<file path="src/rtl/seq_shift_rotate_unit_if.sv">
// Request/response bundle for the sequential shift/rotate unit.
// The master issues operations and consumes results; the slave is the unit itself.
interface seq_shift_rotate_unit_if #(
  parameter int WIDTH = 32,
  parameter int SHW   = 5
);
  logic             in_valid;
  logic             in_ready;
  logic [1:0]       mode;
  logic [WIDTH-1:0] src;
  logic [SHW-1:0]   amount;
  logic             out_valid;
  logic             out_ready;
  logic [WIDTH-1:0] result;
  logic             flag_n;
  logic             flag_z;
  logic             flag_c;
  logic             busy;

  modport master (
    output in_valid, mode, src, amount, out_ready,
    input  in_ready, out_valid, result, flag_n, flag_z, flag_c, busy
  );

  modport slave (
    input  in_valid, mode, src, amount, out_ready,
    output in_ready, out_valid, result, flag_n, flag_z, flag_c, busy
  );
endinterface

</file>
<file path="src/rtl/seq_shift_rotate_unit.sv">
// Multi-cycle LSL/LSR/ASR/ROR engine: shifts STEP bits per clock and
// presents the result with N/Z/C flags under a valid/ready handshake.
module seq_shift_rotate_unit #(
  parameter int WIDTH = 32,
  parameter int SHW   = 5,
  parameter int STEP  = 1
) (
  input  logic clk,
  input  logic rst_n,
  seq_shift_rotate_unit_if.slave bus
);

  typedef enum logic [1:0] {IDLE, SHIFT, DONE} state_t;

  localparam logic [SHW-1:0]   STEP_K = SHW'(STEP);
  localparam logic [WIDTH-1:0] ONE    = WIDTH'(1);

  state_t           state;
  logic [1:0]       mode_q;
  logic [WIDTH-1:0] work_q;
  logic [SHW-1:0]   rem_q;
  logic [SHW-1:0]   k_step;
  logic [WIDTH:0]   step_res;
  logic [WIDTH-1:0] result_q;
  logic             flag_n_q, flag_z_q, flag_c_q;
  logic             out_valid_q, busy_q;

  // One step of k positions (k >= 1); returns {carry_out, shifted_value}.
  function automatic logic [WIDTH:0] shift_step(input logic [1:0]       m,
                                                input logic [WIDTH-1:0] v,
                                                input logic [SHW-1:0]   k);
    logic [WIDTH-1:0]        nxt;
    logic signed [WIDTH-1:0] sv;
    logic                    c;
    sv  = v;
    nxt = v;
    c   = 1'b0;
    case (m)
      2'b00: begin
        nxt = v << k;
        c   = |(v & (ONE << (WIDTH - int'(k))));
      end
      2'b01: begin
        nxt = v >> k;
        c   = |(v & (ONE << (k - 1'b1)));
      end
      2'b10: begin
        // MSB never changes under >>>, so the original sign keeps filling.
        nxt = $unsigned(sv >>> k);
        c   = |(v & (ONE << (k - 1'b1)));
      end
      default: begin
        nxt = (v >> k) | (v << (WIDTH - int'(k)));
        c   = nxt[WIDTH-1];
      end
    endcase
    return {c, nxt};
  endfunction

  always_comb begin
    k_step   = (rem_q < STEP_K) ? rem_q : STEP_K;
    step_res = shift_step(mode_q, work_q, k_step);
  end

  always_ff @(posedge clk) begin
    if (!rst_n) begin
      state       <= IDLE;
      rem_q       <= '0;
      result_q    <= '0;
      flag_n_q    <= 1'b0;
      flag_z_q    <= 1'b0;
      flag_c_q    <= 1'b0;
      out_valid_q <= 1'b0;
      busy_q      <= 1'b0;
    end else begin
      case (state)
        IDLE: begin
          if (bus.in_valid) begin
            mode_q <= bus.mode;
            work_q <= bus.src;
            rem_q  <= bus.amount;
            busy_q <= 1'b1;
            if (bus.amount == '0) begin
              state       <= DONE;
              result_q    <= bus.src;
              flag_n_q    <= bus.src[WIDTH-1];
              flag_z_q    <= (bus.src == '0);
              flag_c_q    <= 1'b0;
              out_valid_q <= 1'b1;
            end else begin
              state <= SHIFT;
            end
          end
        end
        SHIFT: begin
          work_q <= step_res[WIDTH-1:0];
          rem_q  <= rem_q - k_step;
          // Last step: the carry of this step is the one the flags report.
          if (rem_q == k_step) begin
            state       <= DONE;
            result_q    <= step_res[WIDTH-1:0];
            flag_n_q    <= step_res[WIDTH-1];
            flag_z_q    <= (step_res[WIDTH-1:0] == '0);
            flag_c_q    <= step_res[WIDTH];
            out_valid_q <= 1'b1;
          end
        end
        DONE: begin
          if (bus.out_ready) begin
            state       <= IDLE;
            out_valid_q <= 1'b0;
            busy_q      <= 1'b0;
          end
        end
        default: state <= IDLE;
      endcase
    end
  end

  assign bus.in_ready  = (state == IDLE);
  assign bus.out_valid = out_valid_q;
  assign bus.result    = result_q;
  assign bus.flag_n    = flag_n_q;
  assign bus.flag_z    = flag_z_q;
  assign bus.flag_c    = flag_c_q;
  assign bus.busy      = busy_q;

endmodule

</file>
<file path="src/flat_wrapper.sv">
// flat-port wrapper written by rule: the top's interface ports become plain ports
module seq_shift_rotate_unit_flat 
#(
  parameter int WIDTH = 32,
  parameter int SHW   = 5,
  parameter int STEP  = 1
)
  (clk, rst_n, bus_in_valid, bus_mode, bus_src, bus_amount, bus_out_ready, bus_in_ready, bus_out_valid, bus_result, bus_flag_n, bus_flag_z, bus_flag_c, bus_busy);
  seq_shift_rotate_unit_if #(.WIDTH(WIDTH), .SHW(SHW)) bus_i ();
  input  logic clk;
  input  logic rst_n;
  input wire logic [$bits(bus_i.in_valid)-1:0] bus_in_valid;
  input wire logic [$bits(bus_i.mode)-1:0] bus_mode;
  input wire logic [$bits(bus_i.src)-1:0] bus_src;
  input wire logic [$bits(bus_i.amount)-1:0] bus_amount;
  input wire logic [$bits(bus_i.out_ready)-1:0] bus_out_ready;
  output wire logic [$bits(bus_i.in_ready)-1:0] bus_in_ready;
  output wire logic [$bits(bus_i.out_valid)-1:0] bus_out_valid;
  output wire logic [$bits(bus_i.result)-1:0] bus_result;
  output wire logic [$bits(bus_i.flag_n)-1:0] bus_flag_n;
  output wire logic [$bits(bus_i.flag_z)-1:0] bus_flag_z;
  output wire logic [$bits(bus_i.flag_c)-1:0] bus_flag_c;
  output wire logic [$bits(bus_i.busy)-1:0] bus_busy;
  assign bus_i.in_valid = bus_in_valid;
  assign bus_i.mode = bus_mode;
  assign bus_i.src = bus_src;
  assign bus_i.amount = bus_amount;
  assign bus_i.out_ready = bus_out_ready;
  assign bus_in_ready = bus_i.in_ready;
  assign bus_out_valid = bus_i.out_valid;
  assign bus_result = bus_i.result;
  assign bus_flag_n = bus_i.flag_n;
  assign bus_flag_z = bus_i.flag_z;
  assign bus_flag_c = bus_i.flag_c;
  assign bus_busy = bus_i.busy;
  seq_shift_rotate_unit #(.WIDTH(WIDTH), .SHW(SHW), .STEP(STEP)) u_core (.clk(clk), .rst_n(rst_n), .bus(bus_i));
endmodule
</file>
<file path="config.mk">
export PLATFORM = sky130hd
export DESIGN_NAME = seq_shift_rotate_unit_flat
export DESIGN_NICKNAME = d
export VERILOG_FILES = /design/src/rtl/seq_shift_rotate_unit_if.sv /design/src/rtl/seq_shift_rotate_unit.sv /design/src/flat_wrapper.sv
export SDC_FILE = /design/constraint.sdc
export NUM_CORES = 1
export LEC_CHECK = 0
export CAP_MARGIN = 15
export CORE_ASPECT_RATIO = 0.9
export CORE_MARGIN = 4
export CORE_UTILIZATION = 38
export CTS_BUF_LIST = sky130_fd_sc_hd__clkbuf_4 sky130_fd_sc_hd__clkbuf_8
export DETAILED_ROUTE_END_ITERATION = 16
export DONT_BUFFER_PORTS = 1
export GPL_ROUTABILITY_DRIVEN = 0
export GPL_TIMING_DRIVEN = 0
export PLACE_DENSITY = 0.56
export RECOVER_POWER = 100
export SLEW_MARGIN = 10
export SYNTH_ARGS = -nofsm -noshare
export SYNTH_HDL_FRONTEND = slang
export SYNTH_SLANG_ARGS = --single-unit
</file>
<file path="constraint.sdc">
create_clock -name clk -period 4.4 [get_ports clk]
set_clock_uncertainty 0.15 [all_clocks]
set_input_delay 0.88 -clock clk [delete_from_list [all_inputs] [get_ports clk]]
set_output_delay 0.88 -clock clk [all_outputs]
set_load 0.005 [all_outputs]
</file>
# Word-level counts from Yosys, hierarchy flattened
# Cells that the tools add are included.
# word_totals
register_bits	78
inputBits	43
output_inout_bits	38
word_cells	85
# classes
addsub	3
n_lt_le_gt_ge	1
n_eq_ne	9
shifts	6
n_mux	35
n_bitwise	3
n_reduce_logical	18
# ops
cell	count
$mux W32	4
$pmux W32 S2	2
$pmux W32 S3	1
$and A32 B32 Y32	2
$logic_not A32 Y1	2
$reduce_or A32 Y1	2
$or A32 B32 Y32	1
$shl A1 B32 Y32 const A	1
$shl A1 B5 Y32 const A	1
$shl A32 B32 Y32	1
$shl A32 B5 Y32	1
$shr A32 B5 Y32	1
$sshr A32 B5 Y32	1
$mux W1	14
$reduce_and A3 Y1	4
$mux W5	2
$pmux W1 S2	5
$pmux W5 S2	1
$mux W2	4
$sub A6 B5 Y7 const A	1
$pmux W2 S3	1
$eq A5 B5 Y1	1
$logic_not A5 Y1	1
$lt A5 B1 Y1 const B	1
other kinds (14)	20

# Depth between registers and ports, before layout
# Gate-level depths: netlist (run 1).
# logic_depth
ltp_word	9
ltp_mapped	14
ltp_nobuf	10

# Worst setup path after synthesis (run 1)
# OpenSTA, ideal clock, no wires.
# synth_path
path_type	flip-flop to flip-flop
startpoint	register u_core.rem_q[4]
endpoint	register u_core.flag_z_q (netlist: u_core.bus.flag_z)
setup_ps	84
arrival_time_ps	3491
required_time_ps	4166
setup_slack_ps	675
path_stages_with_launch	14
n_path_buf	3
period_less_slack_ps	3725
cell_sequence	dfxtp_1 or3_1 nor2_2 buf_2 buf_2 ha_1 clkbuf_1 mux2_1 a221o_1 a22oi_2 nand2_1 or3_1 or3_1 o31ai_2
# synth_between
elab_chain_cells	9
word_cells_on_any_way	15
classes_between	add/sub (1); order compare (1); eq/ne (2); shift (4); mux (4); bitwise (1); reduce/logical (2)
# synth_lines
item	line_no	rtl
start: declaration	seq_shift_rotate_unit.sv:21	logic [SHW-1:0] rem_q;
start signal: assignment	seq_shift_rotate_unit.sv:81	rem_q <= bus.amount;
start signal: assignment	seq_shift_rotate_unit.sv:97	rem_q <= rem_q - k_step;
$lt A5 B1 Y1	seq_shift_rotate_unit.sv:61	k_step = (rem_q < STEP_K) ? rem_q : STEP_K;
$mux W5	seq_shift_rotate_unit.sv:61	
$sub A6 B5 Y7	seq_shift_rotate_unit.sv:53	nxt = (v >> k) | (v << (WIDTH - int'(k)));
$shl A32 B32 Y32	seq_shift_rotate_unit.sv:53	
$or A32 B32 Y32	seq_shift_rotate_unit.sv:53	
$pmux W32 S3	seq_shift_rotate_unit.sv:38	case (m)
$logic_not A32 Y1	seq_shift_rotate_unit.sv:103	flag_z_q <= (step_res[WIDTH-1:0] == '0);
$mux W1	seq_shift_rotate_unit.sv:99	if (rem_q == k_step) begin
$pmux W1 S2	seq_shift_rotate_unit.sv:76	case (state)
end signal: assignment	seq_shift_rotate_unit.sv:87	flag_z_q <= (bus.src == '0);
end signal: assignment	seq_shift_rotate_unit.sv:103	
end: declaration	seq_shift_rotate_unit.sv:25	logic flag_n_q, flag_z_q, flag_c_q;
# Several ways; a longest one is shown, not always the timed one. The select of a mux whose other input is x is not followed.
# A chain may end at the register's enable or synchronous reset.

# Final worst setup path (run 1)
# Ends and elaborated chain as after synthesis.

==> metrics list, run 1 <==
* Status: finished with violations
* Violations in the final reports: max-capacitance violations, max-slew violations
- Entering global routing, the biggest net connects 31 pins.
- Share of async-settable or async-resettable flops after synthesis: 0
- Maximum clock frequency: approximately 0.23 GHz
- Counting tap cells, the placed design contains a total of around 730 instances.
- Leading cell types by count after synthesis: 102 x sky130_fd_sc_hd__nand2_1, 54 x sky130_fd_sc_hd__nor2_1, 43 x sky130_fd_sc_hd__dfxtp_1
- Wire length of the first global-routing pass: roughly 25000 microns
- The number of buffers and inverters on the critical path is 3.
* Number of buffers added on ports: 0
* Syn. warnings: 0
- The largest single stage delay on the critical path is between 0.4 and 0.5 ns.
* Leak Pwr: between 0.0015 and 0.002 uW
* Antenna violations before repair: 0
* Critical path startpoint category: flip-flop
- Traced cell by cell, the critical path runs through or3_1, nor2_2, clkbuf_4, clkbuf_4, ha_1, clkbuf_1, mux2_1, a221o_1, a22oi_2, nand2_1, or3_1, or3_1, o31ai_2.
- Excluding fillers, the count of instances in the completed layout stands at 744.
* Die area: 0.01433 sq mm
* Prevailing post-synth register cell: sky130_fd_sc_hd__dfxtp_1
- In this run the most critical hold path is launched from u_core.bus.result[0].
* Unique cell type count in the Yosys netlist: between 60 and 70
* Setup violators final: 0
* Gate count of the mapped netlist: ~560
- The H-tree generated during clock tree synthesis spans 3 levels.
- GR Util All Layers: 0.2235
* Remaining max-slew budget at the tightest pin: -0.1516
- Number of sinks on the clock net: 77
* Capturing element type of the critical path: flip-flop
- In this run the remaining antenna-violating nets after routing total 0.
* Area of the core region: between 0.01 and 0.015 sq mm
* Final period util: 0.9689
* Total clock buffers created by CTS: 9
- Setup repair after global routing left no endpoint under its margin.
- The initial utilization of the core area, before any placement, comes to 0.3909.
- Final hold vios: 0
* Share of Yosys cell area claimed by the top area cell type: 0.2154
- After clock tree synthesis, the flow added hold-fix buffers numbering 0.
* Cell with the most instances after synthesis: sky130_fd_sc_hd__nand2_1
- Transition time at the pin with the least slew margin: around 1.7 ns
- After detailed routing, the number of vias per cell comes to around 6.3.
- Final routed wire length divided by cell count: 22.15 microns
* Mean cell area of the mapped netlist: 8.418 sq um
- For this block, the initial DRC count from the detailed router was ~560.
- STA puts the critical path data required time at between 4 and 5 ns.
- Sum of net half-perimeters after detailed placement: about 13000 microns
- The area growth from synthesis to layout is 8.553%.
- In this run the post-CTS setup repair buffer count came out at 0.
* Origin of the critical flop-to-flop path: u_core.rem_q[4]
* DIE HEIGHT: ~110 microns
* Count of state elements after synthesis: 77
- The filler cells instantiated in the layout total approximately 1200.
* Maximum clock insertion buffer count: 2
- Summing all placed instances gives a cell area of about 0.0050 sq mm.
* Arrival time at the worst endpoint: around 4.4 ns
* Top cells by area in the synthesized netlist: sky130_fd_sc_hd__edfxtp_1 22%, sky130_fd_sc_hd__dfxtp_1 18%, sky130_fd_sc_hd__nand2_1 8.1%, sky130_fd_sc_hd__mux2_2 5.5%, sky130_fd_sc_hd__nor2_1 4.3%
* First-pass detailed-route iteration total: 6
* Total power per unit cell area: 431.9 mW/mm^2
- Of the synthesized area, sequential elements account for 0.3970.
* Cell type with the highest aggregate area in the netlist: sky130_fd_sc_hd__edfxtp_1
- Summing every instance area after synthesis gives ~0.0047 sq mm.
- CP top delay family: simple AND/OR/NAND/NOR gates
- Yosys mapped a number of flops with a built-in enable equal to 34.
* Minimum clock period: around 4.3 ns
- At the later pin of the worst-skew pair, clock insertion delay measures 0.35 ns.
- In this run the count of I/O pins placed on the die edge is just over 80.
- Global route overflow: 0
- Worst setup path category: reg -> reg
- The via count of the first global-routing pass was 4459.
- The number of pins exceeding their max-slew limit in the final report is 31.
- The tightest min-delay check is of the reg -> reg type.
* Total number of vias: 4680
* Total non-filler cell area in the finished layout: about 0.0051 sq mm
- Hold is met by about 0.34 ns.
- Largest driver fanout on the critical path: 12
- Net count reported at finish: between 600 and 700
* Cell repeated most along the worst path: sky130_fd_sc_hd__or3_1
- Clock Root Buffer: sky130_fd_sc_hd__clkbuf_8
- CTS clk-pin slew, worst paths: approximately 0.08 ns
- After detailed routing, the number of remaining DRC violations is 0.
* Setup TNS after final layout: 0 ns
- Worst setup path startpoint: u_core.rem_q[4]
- The largest individual stage delay along the critical path comes from the cell sky130_fd_sc_hd__or3_1.
- Final WL: between 15000 and 20000 microns
* Antenna Diode Count: 0
- Share of layout cells above drive strength 1: 0.09760
- Total of max-cap violations: 1
- After floorplanning, the core was divided into 38 placement rows.
- Gates resized during post-CTS repair numbered 0.
- The floorplan step set the die width to ~130 microns.
* Maximum vdd drop: between 0.15 and 0.2 mV
* Clock tree from TritonCTS: built
metrics by stage:
stage	total power, uW	utilization	setup slack, ns
global route	2341	0.4244	0.0004423
finish	2222	0.4244	0.1368
floorplan	1496	-	0.6746
global placement	1715	0.4084	0.1570
detailed placement	1729	0.4117	0.1434
CTS	2204	0.4256	0.1276
cells by family after synthesis:
logic type / count (synthesis) / synth area share
fa+ha+maj: 10 / 0.02640
mux: 30 / 0.06969
other cells: 2 / 0.001585
buf+inv: 51 / 0.04567
xor+xnor: 1 / 0.001848
compound gates: 168 / 0.2442
flops: 77 / 0.3970
simple gates: 224 / 0.2136
cell usage in the layout (no fill, tap or decap), types with 9 or more instances in the layout:
cell type	n
sky130_fd_sc_hd__nand2_1	102
sky130_fd_sc_hd__nor2_1	53
sky130_fd_sc_hd__dfxtp_1	43
sky130_fd_sc_hd__o21ai_0	42
sky130_fd_sc_hd__clkbuf_1	35
sky130_fd_sc_hd__a21oi_1	35
sky130_fd_sc_hd__edfxtp_1	34
sky130_fd_sc_hd__mux2_2	21
sky130_fd_sc_hd__a222oi_1	15
sky130_fd_sc_hd__nor3_1	13
sky130_fd_sc_hd__a21boi_0	12
sky130_fd_sc_hd__a22oi_1	11
sky130_fd_sc_hd__ha_1	10
sky130_fd_sc_hd__nand3_1	9
sky130_fd_sc_hd__clkbuf_8	9
sequential cells by signal, indices dropped and copies added (netlist names):
register and cells:
u_core.work_q 32, u_core.bus.result 31, u_core.rem_q 5, u_core.mode_q 2, u_core.state 2, u_core.bus.busy 1
u_core.bus.flag_c 1, u_core.bus.flag_n 1, u_core.bus.flag_z 1, u_core.bus.out_valid 1
final timing paths:
check | to | slack (ns) | depth (start not counted)
max | u_core.bus.flag_z | 0.14 | 13
min | u_core.bus.result[0] | 0.34 | 2
max reg2reg | u_core.bus.flag_z | 0.14 | 13
min reg2reg | u_core.bus.result[0] | 0.34 | 2
final cells by class:
cell class | instances | area [sq um] | area share
Clock inverter | 3 | 15.01 | 0.002918
Inverter | 9 | 33.78 | 0.006566
Sequential cell | 77 | 1882 | 0.3658
Tap cell | 160 | 200.2 | 0.03891
Clock buffer | 13 | 153.9 | 0.02991
Multi-Input combinational cell | 438 | 2661 | 0.5173
Buffer | 42 | 187.7 | 0.03648
Timing Repair Buffer | 2 | 11.26 | 0.002189
where the power goes:
group / internal (uW) / switching [uW] / total [uW]
logic: 304 / 492 / 796
clock network: 228 / 254 / 482
registers: 844 / 101 / 945
total: 1380 / 847 / 2220
per-layer routing:
layer,vias to the layer above,part of all wire,GRT usage
li1,2116,-,-
met1,2267,0.43,0.3003
met2,265,0.45,0.3546
met3,32,0.095,0.05478
met4,0,0.022,0.07442
met5,-,0,0
tightest hold or removal path, stage by stage (launching register included):
cell and delay (ns):
sky130_fd_sc_hd__dfxtp_1 0.33, sky130_fd_sc_hd__nand2_1 0.06, sky130_fd_sc_hd__a21oi_1 0.05
(Power assumes the default switching activity.)
==> inputs of run 2 (changes only) <==
Settings changed: CAP_MARGIN 15 to unset.
Clock period 4.4 ns to 5 ns, I/O delays scaled along.
==> run 2 against run 1 <==
Compared with the run above: sequential power shrank 12%; largest cell class unchanged; worst hold slack is essentially flat; die area is the same; clock power shrank 12%; total power shrank 13%; critical path depth is the same; core utilization shrank 0.12 points; highest routed layer unchanged; sequential share of layout area grew 0.11 points; largest power group unchanged; via count shrank 1.2%; flip-flop and latch count is the same; the flow still finishes with violations (max-capacitance violations, max-slew violations); routed wire length shrank 0.42%.
==> metrics list, run 2 (synthesis gave the netlist of run 1 again) <==
- Hold repair after CTS inserted 0 buffers.
- Starting utilization of the core area: 0.3909
- In the routed layout, each cell is associated on average with a via count of about 6.2.
- The die covers ~0.014 sq mm.
- The final reports fail on max-capacitance violations, max-slew violations.
- Total placed cells including tap cells: about 730
* Most common cell after layout, fill and taps aside: sky130_fd_sc_hd__nand2_1
* Critical path startpoint category: flip-flop
* Non-filler cells, final: 744
- Num ports: between 80 and 90
- For the pin with the worst max-slew slack, the measured transition is 1.719 ns.
- Dividing total power by cell area gives a power density of ~380 mW/mm^2.
- The first global-routing pass estimated ~25000 microns of wire.
- In this run the vertical extent of the chip is roughly 110 microns.
- Across every metal layer, demand over resource in global routing totals 0.2235.
* Maximum vdd drop: around 0.16 mV
* Area delta synth->final: 8.237%
- Horiz. Die Dim: 125.7 microns
- Setup TNS after final layout: 0 ns
* RSZ-0062 raised after global routing: no
- Timing would allow up to approximately 0.22 GHz.
* Total clock buffers created by CTS: 9
- Share of layout cells above drive strength 1: 0.09075
* Sum of net half-perimeters after detailed placement: between 10000 and 15000 microns
- In this run the static leakage power is between 0.0015 and 0.002 uW.
- Largest driver fanout on the critical path: 12
* Max Transition Viols Final: 31
- The register with the most flip-flops in the layout has 32 of them.
- In the layout the commonest cells are 102 x sky130_fd_sc_hd__nand2_1, 54 x sky130_fd_sc_hd__nor2_1, 43 x sky130_fd_sc_hd__dfxtp_1.
- First-pass detailed-route iteration total: 5
- Total number of vias: approximately 4600
* Std cell rows: 38
- Across the run, the number of max-cap violations was 1.
* Number of buffers added on ports: 0
- In the final routed layout, each cell accounts on average for ~22 microns.
* DRC violation count after routing: 0
* Remaining max-slew budget at the tightest pin: -0.1460
* Area of the core region: ~0.012 sq mm
- Clock tree from TritonCTS: built
- CTS clk-pin slew, worst paths: ~0.080 ns
- Minimum clock period: 4.502 ns
- The detail route stage leaves a number of antenna-violating nets equal to 0.
* Setup violators final: 0
- The worst setup path is captured at a flip-flop.
* Via count of the first global-routing pass: roughly 4500
- Of the available clock period, the critical path in the final layout requires 0.9004.
- Number of sinks on the clock net: 77
- Classification of the worst-slack hold path: reg -> reg
- CTS resizes: 0
- The flow ran to the end, but the final reports show violations.
- Entering global routing, the biggest net connects 31 pins.
- At the end of the flow, the number of nets in the layout was about 630.
- Worst skew pair latency: around 0.35 ns
- Arrival time at the worst endpoint: around 4.6 ns
* H-tree depth: 3
- After global routing the overflow that remains totals 0.
* DRT iter0 DRCs: ~480
* Layout fillers: about 1200
* Maximum clock insertion buffer count: 2
- Clock Root Buffer: sky130_fd_sc_hd__clkbuf_8
- 0 antenna diodes ended up in the layout.
- Antenna violations before repair: 0
* Worst setup path category: reg -> reg
- More flip-flops sit in one register than any other, and that register is u_core.work_q.
* Final WL: 16410 microns
- STA puts the critical path data required time at ~5.1 ns.
- Buffers added to address setup during post-CTS repair amount to 0.
* Final hold vios: 0
==> run 2: per-layer routing <==
metal,wire (microns),vias to the layer above,GRT usage
li1,-,2118,-
met1,6891,2227,0.3003
met2,7468,248,0.3546
met3,1694,31,0.05478
met4,354,0,0.07442
met5,0,-,0
==> run 2: through the flow <==
| stage | hold WS (ns) | util | total power, uW | cell area, sq um | setup slack, ns |
|---|---|---|---|---|---|
| after floorplan | 0.3027 | - | 1317 | 4751 | 1.275 |
| after global placement | 0.3223 | 0.4084 | 1509 | 4951 | 0.7570 |
| after detailed placement | 0.3278 | 0.4117 | 1522 | 4991 | 0.7434 |
| after CTS | 0.3389 | 0.4256 | 1939 | 5160 | 0.7276 |
| after global routing | 0.3590 | 0.4231 | 2054 | 5130 | 0.2829 |
| final | 0.3365 | 0.4231 | 1943 | 5130 | 0.4981 |
==> run 2: cell type report <==
| type | instances | area, sq um | area share |
|---|---|---|---|
| clock inverter | 3 | 15.01 | 0.002927 |
| clock buffer | 13 | 153.9 | 0.03000 |
| multi-input combinational | 438 | 2654 | 0.5173 |
| inverter | 9 | 33.78 | 0.006585 |
| tap | 160 | 200.2 | 0.03902 |
| timing repair buffer | 2 | 11.26 | 0.002195 |
| sequential | 77 | 1882 | 0.3668 |
| buffer | 42 | 180.2 | 0.03512 |
==> run 2: path summary, 6_finish.rpt <==
kind / from / cells past startpoint / slack, ns / end
setup / recovery: u_core.rem_q[4] / 13 / 0.50 / u_core.bus.flag_z
hold / removal: u_core.bus.result[0] / 2 / 0.34 / u_core.bus.result[0]
setup reg to reg: u_core.rem_q[4] / 13 / 0.50 / u_core.bus.flag_z
hold reg to reg: u_core.bus.result[0] / 2 / 0.34 / u_core.bus.result[0]
==> run 2: where the power goes <==
| part | leakage, uW | internal, uW | switching (uW) |
|---|---|---|---|
| clock network | 0.0000948 | 201 | 221 |
| registers | 0.000675 | 743 | 87.3 |
| logic | 0.00106 | 262 | 429 |
==> run 2: critical path, stage by stage, from the launching register on <==
cell	delay, ns
sky130_fd_sc_hd__dfxtp_1	0.36
sky130_fd_sc_hd__or3_1	0.43
sky130_fd_sc_hd__nor2_1	0.31
sky130_fd_sc_hd__buf_2	0.33
sky130_fd_sc_hd__buf_2	0.33
sky130_fd_sc_hd__ha_1	0.28
sky130_fd_sc_hd__clkbuf_1	0.19
sky130_fd_sc_hd__mux2_1	0.34
sky130_fd_sc_hd__a221o_1	0.35
sky130_fd_sc_hd__a22oi_1	0.27
sky130_fd_sc_hd__nand2_1	0.11
sky130_fd_sc_hd__or3_1	0.38
sky130_fd_sc_hd__or3_1	0.41
sky130_fd_sc_hd__o31ai_2	0.18
